**src/rtl/exc_arbiter.sv**
```systemverilog
// exc_arbiter: commit-stage exception/interrupt arbiter for the dual-issue pipeline.
// It picks one event per trigger and holds the fetch redirect until fetch accepts it.
module exc_arbiter #(
    parameter logic [31:0] EXC_VECTOR = 32'hBFC0_0380,
    parameter int INT_SYNC_STAGES = 2
) (
    input  logic        clk,
    input  logic        resetn,
    input  logic        s0_valid,
    input  logic        s1_valid,
    input  logic [31:0] s0_pc,
    input  logic [31:0] s1_pc,
    input  logic        s0_bd,
    input  logic        s1_bd,
    input  logic [6:0]  s0_cause,
    input  logic [6:0]  s1_cause,
    input  logic [31:0] s0_badvaddr,
    input  logic [31:0] s1_badvaddr,
    input  logic        s0_eret,
    input  logic        s1_eret,
    input  logic [5:0]  ext_int,
    input  logic [31:0] cp0_status,
    input  logic [31:0] cp0_cause,
    input  logic [31:0] cp0_epc,
    output logic        exc_valid,
    output logic [4:0]  exc_code,
    output logic [31:0] exc_epc,
    output logic        exc_bd,
    output logic [31:0] exc_badvaddr,
    output logic        eret_out,
    output logic [5:0]  hw_ip,
    output logic        kill_s1,
    output logic        kill_s0,
    output logic        redirect_valid,
    output logic [31:0] redirect_pc,
    input  logic        redirect_ready,
    output logic        commit_stall
);
    localparam logic IDLE = 1'b0;
    localparam logic REDIR = 1'b1;

    logic state;
    logic [5:0] sync_q [INT_SYNC_STAGES];
    logic int_pend_q, int_req;
    logic [31:0] redir_q;

    always_ff @(posedge clk) begin
        if (!resetn) begin
            for (int i = 0; i < INT_SYNC_STAGES; i++) sync_q[i] <= '0;
        end else begin
            sync_q[0] <= ext_int;
            for (int i = 1; i < INT_SYNC_STAGES; i++) sync_q[i] <= sync_q[i-1];
        end
    end

    assign hw_ip = sync_q[INT_SYNC_STAGES-1];
    assign int_req = cp0_status[0] & ~cp0_status[1] &
                     (|({hw_ip, cp0_cause[9:8]} & cp0_status[15:8]) | (cp0_cause[30] & cp0_status[15]));

    // A lone slot1 is promoted to the slot0 position ("a"); "b" is the younger slot.
    logic        a_v, b_v, a_int, a_ret, a_hit, sel_b, trig, is_exc, is_eret, bd;
    logic [6:0]  a_c, c;
    logic [31:0] a_pc, a_bva, pc, bva;
    logic [4:0]  code;

    assign a_v   = s0_valid | s1_valid;
    assign b_v   = s0_valid & s1_valid;
    assign a_c   = s0_valid ? s0_cause : (s1_valid ? s1_cause : 7'd0);
    assign a_ret = s0_valid ? s0_eret : (s1_valid & s1_eret);
    assign a_pc  = s0_valid ? s0_pc : s1_pc;
    assign a_bva = s0_valid ? s0_badvaddr : s1_badvaddr;
    assign a_int = int_pend_q & a_v;
    assign a_hit = a_int | (|a_c) | a_ret;
    assign sel_b = b_v & ~a_hit & ((|s1_cause) | s1_eret);
    assign trig  = resetn & (state == IDLE) & (a_hit | sel_b);

    assign c   = sel_b ? s1_cause : a_c;
    assign pc  = sel_b ? s1_pc : a_pc;
    assign bva = sel_b ? s1_badvaddr : a_bva;
    assign bd  = sel_b ? s1_bd : (s0_valid ? s0_bd : s1_bd);

    assign is_exc  = trig & (a_int | (|c));
    assign is_eret = trig & ~is_exc;

    assign code = a_int ? 5'd0  : c[6] ? 5'd4 : c[5] ? 5'd10 : c[4] ? 5'd12 :
                  c[3]  ? 5'd8  : c[2] ? 5'd9 : c[1] ? 5'd4  : 5'd5;

    assign exc_valid    = is_exc;
    assign exc_code     = is_exc ? code : 5'd0;
    assign exc_epc      = is_exc ? (bd ? pc - 32'd4 : pc) : 32'd0;
    assign exc_bd       = is_exc & bd;
    assign exc_badvaddr = is_exc ? ((c[6] & ~a_int) ? pc : bva) : 32'd0;
    assign eret_out     = is_eret;
    assign kill_s0      = is_exc & ~sel_b;
    assign kill_s1      = is_exc | (is_eret & ~sel_b);
    assign redirect_valid = state == REDIR;
    assign redirect_pc    = redir_q;
    assign commit_stall   = trig | (state == REDIR);

    always_ff @(posedge clk) begin
        if (!resetn) begin
            state      <= IDLE;
            redir_q    <= '0;
            int_pend_q <= 1'b0;
        end else begin
            int_pend_q <= int_req;
            if (trig) begin
                state   <= REDIR;
                redir_q <= is_exc ? EXC_VECTOR : cp0_epc;
            end else if (state == REDIR && redirect_ready) begin
                state <= IDLE;
            end
        end
    end
endmodule

```
**config.mk**
```make
export PLATFORM = sky130hd
export DESIGN_NAME = exc_arbiter
export DESIGN_NICKNAME = d
export VERILOG_FILES = /design/src/rtl/exc_arbiter.sv
export SDC_FILE = /design/constraint.sdc
export NUM_CORES = 1
export LEC_CHECK = 0
export CORE_AREA = 5 5 138 140
export CTS_CLUSTER_DIAMETER = 100
export CTS_CLUSTER_SIZE = 12
export DETAILED_ROUTE_END_ITERATION = 12
export DIE_AREA = 0 0 143 145
export HOLD_SLACK_MARGIN = 0.08
export PLACE_DENSITY = 0.64
export SETUP_SLACK_MARGIN = 0.3
export SLEW_MARGIN = 20
export SYNTH_ARGS = -nofsm -noshare
export SYNTH_HDL_FRONTEND = slang
export SYNTH_SLANG_ARGS = --single-unit
```
**constraint.sdc**
```tcl
create_clock -name clk -period 6.2 [get_ports clk]
set_clock_uncertainty 0.1 [all_clocks]
set_input_delay 0.93 -clock clk [delete_from_list [all_inputs] [get_ports clk]]
set_output_delay 0.93 -clock clk [all_outputs]
set_load 0.05 [all_outputs]
```
==> results.txt <==
Core Footprint = 0.01772 sq mm
Starting DRT DRC Count = 318
largest family of logic cells by synthesized area = simple AND/OR/NAND/NOR gates
GRT Max-Usage Layer = met2
Simple-Gate Fraction of Synth Area = 0.3801
Crit Path Class = input pin to output pin
XOR/XNOR Fraction of Synth Area = 0.04522
Bufs and invs on worst path = 3
TritonCTS clock tree = yes
fillers = 1739
crit-path max cell delay = 0.56 ns
Peak Freq = 173.1 MHz
top-count cell post-synth = nand2_1
fin. max-slew vios = 0
Top FF cell, synth = dfxtp_1
crit-path leading delay family = simple AND/OR/NAND/NOR gates
CP endpoint kind = output pin
compound-gate portion of the synthesized area = 0.2172
top cells by area, synth = dfxtp_1 (20%), nand2_1 (9.4%), mux2i_1 (8.6%)
Final Cycle Share = 0.9315
initial antenna violation count = 3
Cell variety after synth = 65
CTS sink cnt = 46
Sw Ratio = 0.4056
CTS H-tree lvls = 2
RePlAce Congestion = 0.8775
worst endpoint required time = 5.17 ns
Internal = 0.8184 mW
DRC errors left = 0
GR Util All Layers = 0.1974
layout cells sized above 1 = 0.1549
TritonRoute pass-1 iters = 7
slew of the pin with the lowest slew margin = 1.059 ns
async set-reset flop share out of synthesis = 0
Comb pwr share = 0.567
PortBufs = 314
RSZ-0062 raised after global routing = yes
most frequent cells after synthesis = nand2_1 (117), nor2_1 (68), dfxtp_1 (46)
Power Density = 157.4 mW/mm^2
LEAKAGE = 3.386 nW
DP Wirelength = 17610 um
HP Class = flip-flop to flip-flop
mean cell area of the mapped netlist = 6.866 sq um
Synth-to-Final Area Change = 88.18%
fin nets = 1228
Synth top area share = 0.1981
number of synthesized flops with an enable pin = 0
DR WL/cell = 18.43 um
met3 Use GR = 0.06318
Post-Layout Inst Area = 0.008747 sq mm
Ports = 367
dpl cells = 1188
CP max stage cell = or4_4
met1 usage = 0.2403
syn_nets = 931
total global routing overflow = 0
Die X = 143 um
CTS Buf Count = 5
first-pass GRT wire length = 33250 um
Clock power frac = 0.200
max_slew headroom = 0.2931
DR vias = 6132
sequential area share after synthesis = 0.1981
largest net degree at the start of global routing = 59
yosys warns = 0
vias in the first global route = 6048
Post-DP Area = 0.008427 sq mm
Final Power = 1.377 mW
cts hold-fix bufs = 0
Adder-Cell Fraction of Synth Area = 0.002692
clk root buf = clkbuf_16
post-route ant nets = 0
FF+latch count, synth = 46
sequential share of power = 0.233
pre-CTS setup slack = 0.1220 ns
CP arrival = 4.75 ns
critical-path cell list = clkdlybuf4s50_1 > or4_4 > o2111a_2 > nor2_4 > mux2i_2 > ha_2 > nor3b_4 > nand4_1 > nor4b_4 > a211o_4 > buf_6 > o31a_1 > nor3_2 > a211oi_4 > buf_12
Via density = 5.089
WHS = 0.3347 ns
Net Switching = 0.5583 mW
Die Ht = 145 um
row cnt = 49
die area = 0.02074 sq mm
worst-case vdd ir drop = 0.0002357 V
Final Non-Filler Cells = 1205
Mapped Cells = 677
max cap viols = 0
proportion of synthesized area in mux cells = 0.09098
post-route setup slack = 0.4245 ns
Max Root-Sink Buffers = 2
setup TNS = 0 ns
Final min period = 5.775 ns
Clock Pin Slew Worst Setup and Hold Paths = 0.06 ns
final core area utilization = 0.4937
Crit Path Max Fanout = 6
final hold viol count = 0
Clk Latency, worst-skew pair = 0.29 ns
status = completed
Initial Utilization = 0.2623
Final Setup Violations = 0
Post-Syn Area = 0.004648 sq mm
largest area contributor in the netlist = dfxtp_1
CP Launch Type = input pin
met2 GRT Util = 0.3313
Total Wirelength = 22210 um
## routing by layer
layer | wire length [um] | share of wire
met1 | 8757 | 0.39
met2 | 10490 | 0.47
met3 | 2402 | 0.11
met4 | 549 | 0.025
met5 | 14 | 0.00063
## power by group through the flow
stage          clock network (mW)  logic, mW  registers (mW)
2_1_floorplan                   0      0.351           0.371
3_3_place_gp                    0      0.776           0.327
3_5_place_dp                    0      0.777           0.327
4_1_cts                     0.284      0.781           0.321
5_1_grt                     0.296      0.824           0.323
6_report                    0.275      0.780           0.321
## timing repair
item | in CTS | in global routing
gates resized for setup | 6 | 18
hold endpoints to repair | 0 | 0
setup buffers | 0 | 8
setup endpoints to repair | 3 | 8
pin swaps | 1 | 7
## cell families after synthesis
kind of cell	Yosys count
fa+ha+maj	1
mux	42
buf+inv	62
simple gates	356
other cells	1
xor+xnor	24
compound gates	145
flops	46
## path summary, 6_finish.rpt
kind | cells past startpoint | endpoint | from | slack (ns)
setup / recovery | 15 | exc_epc[18] | s1_cause[2] | 0.42
hold reg to reg | 1 | sync_q[0][11] | sync_q[0][5] | 0.33
hold / removal | 1 | sync_q[0][11] | sync_q[0][5] | 0.33
setup reg to reg | 8 | redirect_pc[6] | int_pend_q | 2.90
## cell usage in the layout, fill, tap and decap left out, types with 4 or more instances in the layout
cell               n
clkdlybuf4s50_1  241
nand2_1          117
nor2_1            62
buf_4             59
dfxtp_1           46
buf_12            45
mux2i_1           39
a21oi_1           37
a211oi_1          33
and3_1            31
nand3_1           31
o21ai_0           17
nor4_1            15
nor3_1            15
or3_1             15
xor2_1            15
and2_1            14
a21boi_1          11
or4_1             10
a21boi_0          10
xnor2_1            9
nor2_2             6
a22oi_1            5
clkbuf_16          5
nor3_2             4
o211ai_1           4
nand4_1            4
## registers in the layout, indices dropped and copies added, names as in the netlist
signal / count
sync_q: 12
redirect_valid: 1
int_pend_q: 1
redirect_pc: 32
## final cells by class
type | count | area [sq um] | share of cell area
well taps | 229 | 286.5 | 0.03276
diodes | 1 | 2.502 | 0.0002861
multi-input cells | 569 | 3578 | 0.4091
clock buffers | 7 | 142.6 | 0.01631
repair buffers | 348 | 3792 | 0.4336
clock inverters | 1 | 8.758 | 0.001001
flip-flops and latches | 46 | 920.9 | 0.1053
inverters | 4 | 15.01 | 0.001716
No activity file was read; power rests on OpenSTA's default activity.
